### src/rtl/exec_unit_mc_if.sv
// exec_unit_mc_if: decode-side request and write-back-side result bundle for exec_unit_mc.
interface exec_unit_mc_if #(
   parameter int DATA_W = 32,
   parameter int IMM_W = 16
);
   logic start;
   logic [3:0] op;
   logic [DATA_W-1:0] a;
   logic [DATA_W-1:0] b;
   logic [DATA_W-1:0] pc;
   logic [IMM_W-1:0] imm;
   logic busy;
   logic done;
   logic [DATA_W-1:0] result;
   logic [DATA_W-1:0] addr_o;
   logic zero;
   logic illegal;
   modport master (output start, op, a, b, pc, imm, input busy, done, result, addr_o, zero, illegal);
   modport slave (input start, op, a, b, pc, imm, output busy, done, result, addr_o, zero, illegal);
endinterface

### src/rtl/exec_unit_mc.sv
// exec_unit_mc: multicycle execute unit (single-cycle ALU, iterative shifts/multiply, branch target).
// Define EXEC_MUL_EN to build the shift-add multiplier for op 8; otherwise op 8 is illegal.
module exec_unit_mc #(
   parameter int DATA_W = 32,
   parameter int IMM_W = 16,
   parameter int SH_W = 5
) (
   input logic clk,
   input logic rst,
   exec_unit_mc_if.slave bus
);
   localparam logic [1:0] IDLE = 2'd0, LATCH = 2'd1, ITER = 2'd2, DONE = 2'd3;
   logic [1:0] state;
   logic [3:0] op_q;
   logic [DATA_W-1:0] a_q, b_q, tgt_q, w, alu, step, iter_val, fin_val;
   logic [SH_W:0] cnt;
   logic [SH_W-1:0] sh;
   logic is_shift, is_mul, illegal_op, fin;
   assign sh = b_q[SH_W-1:0];
   assign is_shift = op_q inside {4'd5, 4'd6, 4'd7};
   assign illegal_op = op_q > 4'd9 || (op_q == 4'd8 && !is_mul);
   // BEQ shares the subtractor, so zero = (a == b) falls out of result == 0
   assign alu = op_q == 4'd0 ? a_q + b_q :
                (op_q == 4'd1 || op_q == 4'd9) ? a_q - b_q :
                op_q == 4'd2 ? a_q & b_q :
                op_q == 4'd3 ? a_q | b_q :
                op_q == 4'd4 ? a_q ^ b_q : '0;
   assign step = op_q == 4'd6 ? w >> 1 :
                 op_q == 4'd7 ? {w[DATA_W-1], w[DATA_W-1:1]} : w << 1;
   assign fin_val = state == ITER ? iter_val : is_shift ? a_q : alu;
   assign fin = state == ITER ? cnt == (SH_W+1)'(1) :
                state == LATCH && !is_mul && !(is_shift && sh != '0);
   assign bus.busy = state != IDLE;
   assign bus.done = state == DONE;
`ifdef EXEC_MUL_EN
   logic [DATA_W-1:0] acc, m;
   assign is_mul = op_q == 4'd8;
   assign iter_val = is_mul ? acc + (m[0] ? w : '0) : step;
   always_ff @(posedge clk or negedge rst) begin
      if (!rst) begin
         acc <= '0;
         m <= '0;
      end else if (state == LATCH) begin
         acc <= '0;
         m <= b_q;
      end else if (state == ITER) begin
         acc <= iter_val;
         m <= m >> 1;
      end
   end
`else
   assign is_mul = 1'b0;
   assign iter_val = step;
`endif
   always_ff @(posedge clk or negedge rst) begin
      if (!rst) begin
         state <= IDLE;
         op_q <= '0;
         a_q <= '0;
         b_q <= '0;
         tgt_q <= '0;
         w <= '0;
         cnt <= '0;
         bus.result <= '0;
         bus.addr_o <= '0;
         bus.zero <= 1'b0;
         bus.illegal <= 1'b0;
      end else begin
         case (state)
            IDLE: if (bus.start) begin
               op_q <= bus.op;
               a_q <= bus.a;
               b_q <= bus.b;
               tgt_q <= bus.pc + {{(DATA_W-IMM_W){bus.imm[IMM_W-1]}}, bus.imm};
               state <= LATCH;
            end
            LATCH: begin
               w <= a_q;
               cnt <= is_mul ? (SH_W+1)'(DATA_W) : {1'b0, sh};
               state <= ITER;
            end
            ITER: begin
               w <= step;
               cnt <= cnt - (SH_W+1)'(1);
            end
            DONE: state <= IDLE;
         endcase
         if (fin) begin
            bus.result <= fin_val;
            bus.zero <= fin_val == '0;
            bus.illegal <= illegal_op;
            bus.addr_o <= tgt_q;
            state <= DONE;
         end
      end
   end
endmodule

### src/flat_wrapper.sv
// flat-port wrapper written by rule: the top's interface ports become plain ports
module exec_unit_mc_flat 
#(
   parameter int DATA_W = 32,
   parameter int IMM_W = 16,
   parameter int SH_W = 5
)
  (clk, rst, bus_start, bus_op, bus_a, bus_b, bus_pc, bus_imm, bus_busy, bus_done, bus_result, bus_addr_o, bus_zero, bus_illegal);
  exec_unit_mc_if #(.DATA_W(DATA_W), .IMM_W(IMM_W)) bus_i ();
  input logic clk;
  input logic rst;
  input wire logic [$bits(bus_i.start)-1:0] bus_start;
  input wire logic [$bits(bus_i.op)-1:0] bus_op;
  input wire logic [$bits(bus_i.a)-1:0] bus_a;
  input wire logic [$bits(bus_i.b)-1:0] bus_b;
  input wire logic [$bits(bus_i.pc)-1:0] bus_pc;
  input wire logic [$bits(bus_i.imm)-1:0] bus_imm;
  output wire logic [$bits(bus_i.busy)-1:0] bus_busy;
  output wire logic [$bits(bus_i.done)-1:0] bus_done;
  output wire logic [$bits(bus_i.result)-1:0] bus_result;
  output wire logic [$bits(bus_i.addr_o)-1:0] bus_addr_o;
  output wire logic [$bits(bus_i.zero)-1:0] bus_zero;
  output wire logic [$bits(bus_i.illegal)-1:0] bus_illegal;
  assign bus_i.start = bus_start;
  assign bus_i.op = bus_op;
  assign bus_i.a = bus_a;
  assign bus_i.b = bus_b;
  assign bus_i.pc = bus_pc;
  assign bus_i.imm = bus_imm;
  assign bus_busy = bus_i.busy;
  assign bus_done = bus_i.done;
  assign bus_result = bus_i.result;
  assign bus_addr_o = bus_i.addr_o;
  assign bus_zero = bus_i.zero;
  assign bus_illegal = bus_i.illegal;
  exec_unit_mc #(.DATA_W(DATA_W), .IMM_W(IMM_W), .SH_W(SH_W)) u_core (.clk(clk), .rst(rst), .bus(bus_i));
endmodule
### config.mk
export PLATFORM = sky130hd
export DESIGN_NAME = exec_unit_mc_flat
export DESIGN_NICKNAME = d
export VERILOG_FILES = /design/src/rtl/exec_unit_mc_if.sv /design/src/rtl/exec_unit_mc.sv /design/src/flat_wrapper.sv
export SDC_FILE = /design/constraint.sdc
export NUM_CORES = 1
export LEC_CHECK = 0
export ABC_AREA = 1
export CORE_MARGIN = 2
export CORE_UTILIZATION = 40
export DETAILED_ROUTE_END_ITERATION = 6
export GPL_TIMING_DRIVEN = 0
export SYNTH_ARGS = -nofsm -noshare
export SYNTH_HDL_FRONTEND = slang
export SYNTH_SLANG_ARGS = --single-unit
### constraint.sdc
create_clock -name clk -period 3.2 [get_ports clk]
set_clock_uncertainty 0.05 [all_clocks]
set_input_delay 0.48 -clock clk [delete_from_list [all_inputs] [get_ports clk]]
set_output_delay 0.48 -clock clk [all_outputs]
set_load 0.01 [all_outputs]
==> metrics, run 1 <==
Core Area=41900 um2; Worst Max-Slew Pin Slew=~0.94 ns; Slew headroom=between 30% and 40%; Worst VDD drop=0.464 mV; clock latency on the worst-skew pair=around 0.56 ns; clk sink count=between 200 and 250; Root Buffer=clkbuf_16; max-slew violations=0; CTS clk-pin slew, worst paths=0.06 ns; Setup TNS Final=0 ns; Seq cells post-synth=206; First DRT Iteration DRCs=~1400; status=finished, violations left; gr ovfl total=0; family with the most delay on the worst path=simple AND/OR/NAND/NOR gates; Mapped Nets=2831; Setup crit start=u_core.a_q[14]$_DFFE_PN0P_; minimum clock period=~3.2 ns; Final Non-Filler Cells=around 3400; WL final=approximately 71 mm; LEAKAGE=10.5 nW; PortBufs=186; initial antenna violation count=2; Filler cells=about 4300; largest net degree at the start of global routing=108; hold crit path type=reg -> reg; Syn. warnings=0; max_cap viols=0; gpl congestion=1.00; Die Y=210 um; crit share post-route=between 90% and 100%; total power=27.0 mW; register area=a little over 5000 um2; Hold Crit Start=u_core.bus.addr_o[5]$_DFFE_PN0P_; first-pass GRT wire length=about 110 mm; Most used DFF post-synth=dfrtp_1; CTS Buf Count=26; top cells by area, synth=dfrtp_1 30%, nand2_1 17%, ha_1 9.7%, inv_1 8.3%, o21ai_0 6.1%; via count=18400; CP max stage delay=between 0.4 and 0.5 ns; die area=around 44000 um2; multi-input logic area=slightly above 10000 um2; RSZ-0062 raised after global routing=true; crit path buf inv count=3; FMAX=0.313 GHz; CP Cell Sequence=inv_1, ha_1, buf_2, nand2_1, nor2_2, inv_1, nor2_1, nand4_1, nand3_1, nand2_1, nand3_1, nand2_1, nor2_2, nor2_1, nor2_1, nand3_1, nor2_1, nand3_1, nand2_1; Synth async-reset ratio=100%; worst flop-to-flop path startpoint=u_core.a_q[14]$_DFFE_PN0P_; pwr dens=roughly 1300 nW/um2; Yosys cell types=between 50 and 60; DP HPWL=57.1 mm; IO Count=187; CTS H-tree lvls=1; final setup violation count=0; Routed WL per cell=between 20 and 25 um; drt first pass iters=7; EDFF count, synth=0; Die X=210 um; post-synthesis sequential area ratio=just over 30%; Worst EP required=approximately 3.6 ns; Hold Vio Cnt, Final=0; num rows=75; Hold WS=about 0.42 ns; crit path kind=reg -> reg; Crit. End Element=flop; Synth Cell Area=17000 um2; final antenna-violating net count=0; mean post-synth cell area=around 6.6 um2; setup ws final=0.00827 ns; vias in the first global route=about 18000; area delta synth->final=22.8%; top-count cell post-synth=nand2_1; Max stage delay cell, worst path=dfrtp_2; Core Util, Final=49.8%; CP startpoint kind=flop; Synth top cells by count=764 x nand2_1, 374 x inv_1, 224 x nor2_1, 207 x o21ai_0, 206 x dfrtp_1; CTS tree=done; vias per cell=5.46; CP Max Fanout=8; DP Area=around 20000 um2; Starting Density=about 40%; Global Route Usage Sum=between 30% and 40%; placed insts=between 3000 and 4000; Cells after Synth=approximately 2600; Clock Path Buffers=3; CP Data Arrival Time=~3.6 ns; biggest area consumer among synthesized cells=dfrtp_1; failing checks=design-rule violations; layout net count=a little over 3000; share of the synthesized area in the top cell type=30.3%; cell area after layout=20900 um2; # DRC=1; share of cells above drive strength 1=9.14%; DP Worst Slack=-0.713 ns
-- cell usage in the layout, fill, tap and decap left out, types with 11 or more instances in the layout --
master / count
nor2_1: 204
nand2_2: 32
a31oi_1: 29
clkbuf_1: 56
inv_2: 25
inv_1: 361
dfrtp_1: 195
nor2_2: 25
nand4_1: 41
nand2_1: 745
a21oi_1: 105
dfrtp_2: 11
ha_1: 129
o221ai_1: 40
clkbuf_16: 27
nor3_1: 16
a21oi_2: 12
a221oi_1: 13
buf_4: 24
buf_2: 16
o21ai_1: 15
clkdlybuf4s50_1: 184
xnor2_1: 12
nand3_1: 148
o21ai_0: 205
-- worst reg2reg max path, delay by kind of cell, from the launching register on --
kind	cells	cell delay [ns]
adders and majority gates	1	0.30
buffers and inverters	3	0.43
DFF	1	0.42
and+or+nand+nor	15	1.93
-- flip-flops by register name (all words and copies together) (netlist names) --
register	count
u_core.a_q	32
u_core.b_q	32
u_core.bus.addr_o	32
u_core.bus.result	32
u_core.tgt_q	32
u_core.w	32
u_core.cnt	6
u_core.op_q	4
u_core.state	2
u_core.bus.illegal	1
u_core.bus.zero	1
-- per-layer routing --
metal / GRT usage, % / up-vias / part of all wire, %
met2: 52.6 / 691 / 46
met3: 5.57 / 137 / 7.7
met4: 12.5 / 0 / 4.0
li1: - / 8758 / -
met1: 41.1 / 8775 / 43
met5: 0 / - / 0
-- layout make-up --
type                            instances  area share, %
Clock inverter                         10          0.641
Antenna cell                            2         0.0240
Clock buffer                           38           3.72
Multi-Input combinational cell       1878           48.4
Buffer                                101           2.55
Tap cell                              539           3.23
Sequential cell                       206           24.7
Timing Repair Buffer                  201           9.60
Inverter                              390           7.04
-- cells by family (layout without fill, tap and decap cells) --
kind of cell	Yosys count	count (layout)	share of synthesized area [%]
other cells	0	2	0
compound gates	469	469	16.2
simple gates	1252	1252	30.6
flops	206	206	30.3
fa+ha+maj	135	135	10.1
xor+xnor	22	22	1.13
buf+inv	493	740	11.6
-- final timing paths --
| check | to | slack, ns | depth (start not counted) |
|---|---|---|---|
| max in group asynchronous | u_core.a_q[22]$_DFFE_PN0P_ | 1.51 | 3 |
| min in group asynchronous | u_core.tgt_q[2]$_DFFE_PN0P_ | 0.51 | 2 |
| setup / recovery | u_core.bus.zero$_DFFE_PN0P_ | 0.008 | 19 |
| hold / removal | u_core.bus.addr_o[5]$_DFFE_PN0P_ | 0.42 | 2 |
| setup reg to reg | u_core.bus.zero$_DFFE_PN0P_ | 0.008 | 19 |
| hold reg to reg | u_core.bus.addr_o[5]$_DFFE_PN0P_ | 0.42 | 2 |
-- power breakdown --
group / total (mW) / leakage, nW / switching (mW) / internal, mW
clock: 3.14 / 0.445 / 1.22 / 1.92
combinational: 19.0 / 7.54 / 12.9 / 6.09
sequential: 4.87 / 2.54 / 0.964 / 3.91
-- repair_timing --
action                     in CTS  in global routing
resized for setup              20                 89
setup endpoints to repair      18                 26
setup buffers                   2                 11
pin swaps                       2                 10
hold buffers                    1                  0
hold endpoints to repair       94                  0
Power figures use the tool's default switching activity.
==> inputs of run 2 (changes only) <==
--- a/config.mk
+++ b/config.mk
@@ -10,6 +10,7 @@
 export CORE_UTILIZATION = 40
 export DETAILED_ROUTE_END_ITERATION = 6
 export GPL_TIMING_DRIVEN = 0
+export SLEW_MARGIN = 10
 export SYNTH_ARGS = -nofsm -noshare
 export SYNTH_HDL_FRONTEND = slang
 export SYNTH_SLANG_ARGS = --single-unit
==> run 2 against run 1 <==
The flow now finishes without violations. Final cell count about the same. Flip-flop and latch count unchanged. Hold slack got worse by 0.0029 ns. Fmax rose by 0.41%. Register-to-register slack about the same. Via count down 0.52%. Sequential power about the same. Sequential share of layout area hardly changed. Global-route usage is 0.11 points higher.
==> metrics, run 2 (same netlist as run 1, synthesis figures left out) <==
status=complete, no violations (was finished, violations left); DP HPWL=57.0 mm (was 57.1 mm); largest net degree at the start of global routing=107 (was 108); Worst VDD drop=0.517 mV (was 0.464 mV); max-slew violations=0 (unchanged); Global Route Usage Sum=31.8% (was 31.7%); area delta synth->final=23.0% (was 22.8%); max_cap viols=0 (unchanged); RSZ-0062 raised after global routing=true (unchanged); first-pass GRT wire length=106 mm (about the same); CP Data Arrival Time=3.62 ns (about the same); gr ovfl total=0 (unchanged); # DRC=0 (was 1); clock latency on the worst-skew pair=0.56 ns (about the same); IO Count=187 (unchanged); final antenna-violating net count=0 (unchanged); CP startpoint kind=flop (unchanged); Worst Max-Slew Pin Slew=0.937 ns (was 0.939 ns); via count=18300 (was 18400); commonest cells after routing, fill and taps aside=745 x nand2_1, 362 x inv_1, 206 x o21ai_0 (was 745 x nand2_1, 361 x inv_1, 205 x o21ai_0); vias per cell=5.43 (was 5.46); CTS clk-pin slew, worst paths=0.06 ns (about the same); Hold Path End=u_core.bus.addr_o[3]$_DFFE_PN0P_ (was u_core.bus.addr_o[5]$_DFFE_PN0P_); placed insts=3303 (unchanged); R2R depth=18 (was 19); DP Worst Slack=-0.715 ns (was -0.713 ns); crit share post-route=99.3% (was 99.7%); drt first pass iters=5 (was 7); PortBufs=186 (unchanged); worst reg2reg endpoint=u_core.bus.zero$_DFFE_PN0P_ (unchanged); commonest non-fill, non-tap cell in the layout=nand2_1 (unchanged); Starting Density=40.5% (unchanged); Slew headroom=37.6% (was 37.4%); Hold Vio Cnt, Final=0 (unchanged); Worst EP required=3.64 ns (was 3.63 ns); worst flop-to-flop path startpoint=u_core.a_q[19]$_DFFE_PN0P_ (was u_core.a_q[14]$_DFFE_PN0P_); Hold Crit Start=u_core.bus.addr_o[3]$_DFFE_PN0P_ (was u_core.bus.addr_o[5]$_DFFE_PN0P_); setup ws final=0.0214 ns (was 0.00827 ns); Die X=210 um (unchanged); Hold Path Depth=2 (unchanged); layout net count=3060 (was 3058); die area=44200 um2 (unchanged); num rows=75 (unchanged); First DRT Iteration DRCs=1479 (was 1393); vias in the first global route=17900 (was 18000); hold crit path type=reg -> reg (unchanged); Root Buffer=clkbuf_16 (unchanged); WL final=70.7 mm (was 70.6 mm); worst reg-to-reg setup slack=0.02 ns (was 0.008 ns); Final Non-Filler Cells=3367 (was 3365); Crit. End Element=flop (unchanged); CTS H-tree lvls=1 (unchanged); Core Area=41900 um2 (unchanged); gpl congestion=1.00 (unchanged); FMAX=0.315 GHz (was 0.313 GHz); share of cells above drive strength 1=9.16% (was 9.14%); initial antenna violation count=1 (was 2); CTS tree=done (unchanged); Setup crit start=u_core.a_q[19]$_DFFE_PN0P_ (was u_core.a_q[14]$_DFFE_PN0P_); CP Max Fanout=8 (unchanged); crit path kind=reg -> reg (unchanged); Clock Path Buffers=3 (unchanged); LEAKAGE=10.6 nW (was 10.5 nW); final setup violation count=0 (unchanged); pwr dens=1290 nW/um2 (about the same); Routed WL per cell=21.0 um (about the same); Setup TNS Final=0 ns (unchanged); Hold WS=0.420 ns (was 0.423 ns); CTS Buf Count=28 (was 26); minimum clock period=3.18 ns (was 3.19 ns); Die Y=210 um (unchanged); clk sink count=206 (unchanged)
run 2: layer usage:
layer  GRT usage, %  wire [um]  vias up
li1               -          -     8773
met4           12.2       2790        0
met2           52.3      32400      707
met5              0          0        -
met3           5.02       5260      115
met1           42.1      30300     8671
run 2: worst max path at each step:
stage	slack, ns	end	cells after the start
finish	0.02	u_core.bus.zero$_DFFE_PN0P_	18
global route	-0.14	u_core.bus.zero$_DFFE_PN0P_	22
detailed placement	-0.71	u_core.bus.zero$_DFFE_PN0P_	19
CTS	-0.09	u_core.bus.zero$_DFFE_PN0P_	19
global placement	-7.42	u_core.b_q[24]$_DFFE_PN0P_	1
floorplan	0.71	u_core.tgt_q[22]$_DFFE_PN0P_	14
run 2: layout make-up:
| cell class | instances | area [um2] |
|---|---|---|
| Clock buffer | 35 | 778 |
| Tap cell | 539 | 674 |
| Inverter | 390 | 1470 |
| Clock inverter | 16 | 178 |
| Fill cell | 4292 | 21000 |
| Multi-Input combinational cell | 1878 | 10100 |
| Timing Repair Buffer | 200 | 2000 |
| Buffer | 102 | 536 |
| Antenna cell | 1 | 2.50 |
| Sequential cell | 206 | 5170 |
run 2: power by group:
group,internal (mW),switching [mW]
clock network,1.97,1.28
logic,6.00,12.9
registers,3.91,0.944
total,11.9,15.2
run 2: worst max-delay path, stage by stage, from the launching register on:
cell	delay [ns]
dfrtp_1	0.39
inv_1	0.10
ha_1	0.28
buf_2	0.20
nand2_1	0.18
nor2_4	0.18
and2_1	0.18
nand4_1	0.24
nand3_2	0.19
nand2_1	0.06
nand3_1	0.13
nand4_1	0.22
nand2_1	0.16
nand2_1	0.08
nor2_1	0.11
nand2_1	0.07
nor2_1	0.10
nand3_1	0.11
nand2_1	0.07
run 2: stage by stage:
step / power, mW / utilization, % / cell area, um2
6_report: 27.0 / 49.9 / 20900
5_1_grt: 29.2 / 49.9 / 20900
4_1_cts: 26.1 / 49.2 / 20600
3_5_place_dp: 22.6 / 46.7 / 19600
3_3_place_gp: 22.5 / 46.6 / 19500
2_1_floorplan: 16.1 / - / 17000
run 2: timing repair:
item | in CTS | in global routing
gates resized for setup | 22 | 83
endpoints found under the setup margin | 27 | 26
endpoints found under the hold margin | 100 | 0
buffers inserted | 2 | 10
hold buffers | 1 | 0
pin swaps | 2 | 13
==> inputs of run 3 (changes only) <==
--- a/config.mk
+++ b/config.mk
@@ -6,6 +6,7 @@
 export NUM_CORES = 1
 export LEC_CHECK = 0
 export ABC_AREA = 1
+export CORE_ASPECT_RATIO = 0.7
 export CORE_MARGIN = 2
 export CORE_UTILIZATION = 40
 export DETAILED_ROUTE_END_ITERATION = 6
==> run 3 against run 2 <==
Sequential share of layout area barely moved. Worst setup slack got worse by 0.041 ns. Critical path depth rose by 4. Register-to-register slack got worse by 0.04 ns. First-iteration DRC count rose by 43%. Total power rose by 0.65%. Highest routed layer unchanged. The run now ends with negative setup slack left. Largest power group unchanged.
==> metrics, run 3 (same netlist as run 1, synthesis figures left out) <==
vias per cell=5.50 (was 5.43); Worst VDD drop=0.578 mV (was 0.517 mV); RSZ-0062 raised after global routing=true (unchanged); IO Count=187 (unchanged); Hold Crit Start=u_core.bus.addr_o[22]$_DFFE_PN0P_ (was u_core.bus.addr_o[3]$_DFFE_PN0P_); total power=27.2 mW (was 27.0 mW); Core Util, Final=49.4% (was 49.9%); die area=44200 um2 (about the same); area delta synth->final=22.6% (was 23.0%); switch share=56.8% (was 56.1%); Switch Pwr=15.5 mW (was 15.2 mW); share of cells above drive strength 1=8.62% (was 9.16%); clock latency on the worst-skew pair=0.57 ns (was 0.56 ns); Hold Path Depth=2 (unchanged); First DRT Iteration DRCs=2113 (was 1479); commonest cells after routing, fill and taps aside=744 x nand2_1, 365 x inv_1, 207 x o21ai_0 (was 745 x nand2_1, 362 x inv_1, 206 x o21ai_0); max-slew violations=0 (unchanged); via count=18500 (was 18300); DP Worst Slack=-0.624 ns (was -0.715 ns); max_cap viols=0 (unchanged); Setup TNS Final=-0.0201 ns (was 0 ns); Worst EP required=3.62 ns (was 3.64 ns); PortBufs=186 (unchanged); multi-input logic area=10100 um2 (about the same); FMAX=0.311 GHz (was 0.315 GHz); Final Non-Filler Cells=3370 (was 3367); final antenna-violating net count=0 (unchanged); Hold WS=0.426 ns (was 0.420 ns); minimum clock period=3.22 ns (was 3.18 ns); layout net count=3053 (was 3060); Hold Path End=u_core.bus.addr_o[22]$_DFFE_PN0P_ (was u_core.bus.addr_o[3]$_DFFE_PN0P_); first-pass GRT wire length=107 mm (was 106 mm); largest net degree at the start of global routing=105 (was 107); CTS Buf Count=25 (was 28); final setup violation count=1 (was 0); n_diodes=0 (was 1); LEAKAGE=10.5 nW (was 10.6 nW); worst flop-to-flop path startpoint=u_core.a_q[7]$_DFFE_PN0P_ (was u_core.a_q[19]$_DFFE_PN0P_); register area=5160 um2 (was 5170 um2); failing checks=negative setup slack; Die X=250 um (was 210 um); M3 GR Usage=7.67% (was 5.02%); Crit. End Element=flop (unchanged); Starting Density=40.3% (was 40.5%); GR peak layer=met1 (was met2); placed insts=3316 (was 3303); worst reg2reg endpoint=u_core.bus.zero$_DFFE_PN0P_ (unchanged); initial antenna violation count=0 (was 1); Core Area=42200 um2 (was 41900 um2); CP Max Fanout=9 (was 8); CP Data Arrival Time=3.64 ns (was 3.62 ns); clk sink count=206 (unchanged); WL final=73.3 mm (was 70.7 mm); Int Pwr=11.8 mW (was 11.9 mW); crit path kind=reg -> reg (unchanged); Global Route Usage Sum=32.4% (was 31.8%); drt first pass iters=6 (was 5); DP Area=19600 um2 (about the same); Routed WL per cell=21.7 um (was 21.0 um); Worst Max-Slew Pin Slew=0.962 ns (was 0.937 ns); status=finished, violations left (was complete, no violations); DP HPWL=59.0 mm (was 57.0 mm); hold crit path type=reg -> reg (unchanged); cell area after layout=20900 um2 (about the same); worst reg-to-reg setup slack=-0.02 ns (was 0.02 ns); grt met2 use=44.8% (was 52.3%); CP startpoint kind=flop (unchanged); gr ovfl total=0 (unchanged); num rows=63 (was 75); CTS clk-pin slew, worst paths=0.07 ns (was 0.06 ns); met1 usage=49.9% (was 42.1%); CTS H-tree lvls=1 (unchanged); setup ws final=-0.0201 ns (was 0.0214 ns); Setup crit start=u_core.a_q[7]$_DFFE_PN0P_ (was u_core.a_q[19]$_DFFE_PN0P_); Clock Path Buffers=3 (unchanged); Root Buffer=clkbuf_16 (unchanged); Slew headroom=35.8% (was 37.6%); sequential power share=17.7% (was 17.9%); Comb pwr share=70.6% (was 70.0%); Die Y=177 um (was 210 um); Clock Power Share=11.7% (was 12.0%); R2R depth=22 (was 18); CTS tree=done (unchanged); pwr dens=1310 nW/um2 (was 1290 nW/um2); commonest non-fill, non-tap cell in the layout=nand2_1 (unchanged); gpl congestion=1.01 (was 1.00); Hold Vio Cnt, Final=0 (unchanged); # DRC=0 (unchanged); vias in the first global route=17000 (was 17900); crit share post-route=101% (was 99.3%); Filler cells=4346 (was 4292)
run 3: changes by cell type in the layout (fill, tap and decap cells not counted), sizes merged:
| cell | before | now |
|---|---|---|
| clkbuf | 97 | 90 |
| clkinvlp | 4 | 0 |
| diode | 1 | 0 |
| bufinv | 3 | 5 |
run 3: per-layer routing:
| metal | vias to the layer above | wire [um] |
|---|---|---|
| li1 | 8762 | - |
| met1 | 8799 | 35100 |
| met2 | 879 | 29000 |
| met3 | 84 | 7480 |
| met4 | 0 | 1720 |
| met5 | - | 0 |
run 3: worst max path at each step:
stage / slack [ns] / end / depth (start not counted)
final: -0.02 / u_core.bus.zero$_DFFE_PN0P_ / 22
after global routing: -0.20 / u_core.bus.zero$_DFFE_PN0P_ / 22
after CTS: -0.13 / u_core.bus.zero$_DFFE_PN0P_ / 21
after detailed placement: -0.62 / u_core.bus.zero$_DFFE_PN0P_ / 19
after global placement: -7.61 / u_core.bus.addr_o[26]$_DFFE_PN0P_ / 1
after floorplan: 0.71 / u_core.tgt_q[22]$_DFFE_PN0P_ / 14
run 3: area by class of cell:
cell class / count / area share [%]
Timing Repair Buffer: 196 / 9.43
Multi-Input combinational cell: 1878 / 48.7
Inverter: 390 / 7.02
Buffer: 102 / 2.50
Clock inverter: 14 / 1.03
Tap cell: 552 / 3.31
Clock buffer: 32 / 3.32
Sequential cell: 206 / 24.7
run 3: worst max-delay path: stages (launching register included):
cell     delay, ns
dfrtp_1       0.41
inv_1         0.19
ha_1          0.28
buf_6         0.15
nor2_2        0.22
nand2_1       0.08
inv_1         0.09
nand3_2       0.10
nand2_4       0.13
nand2_1       0.08
nand2_1       0.08
nand2_1       0.05
nand3_1       0.07
nand2_1       0.07
nor2_2        0.16
nor2_1        0.11
nor2_4        0.23
nand3_4       0.14
nor2_4        0.17
nand2_1       0.06
nor2_1        0.08
nand3_1       0.08
nand2_1       0.06
run 3: power groups by stage:
stage                     Sequential [mW]  Clock [mW]  Combinational [mW]
after floorplan                      4.73           0                11.3
after global placement               4.78           0                17.8
after detailed placement             4.81           0                17.9
after CTS                            4.78        3.22                18.2
after global routing                 4.97        3.34                21.0
final                                4.81        3.19                19.2
run 3: repair_timing:
action | 4_1_cts | 5_1_grt
endpoints found under the hold margin | 13 | 0
pin swaps | 4 | 9
hold buffers | 1 | 0
gates resized for setup | 15 | 81
endpoints found under the setup margin | 11 | 14
buffers inserted | 4 | 4
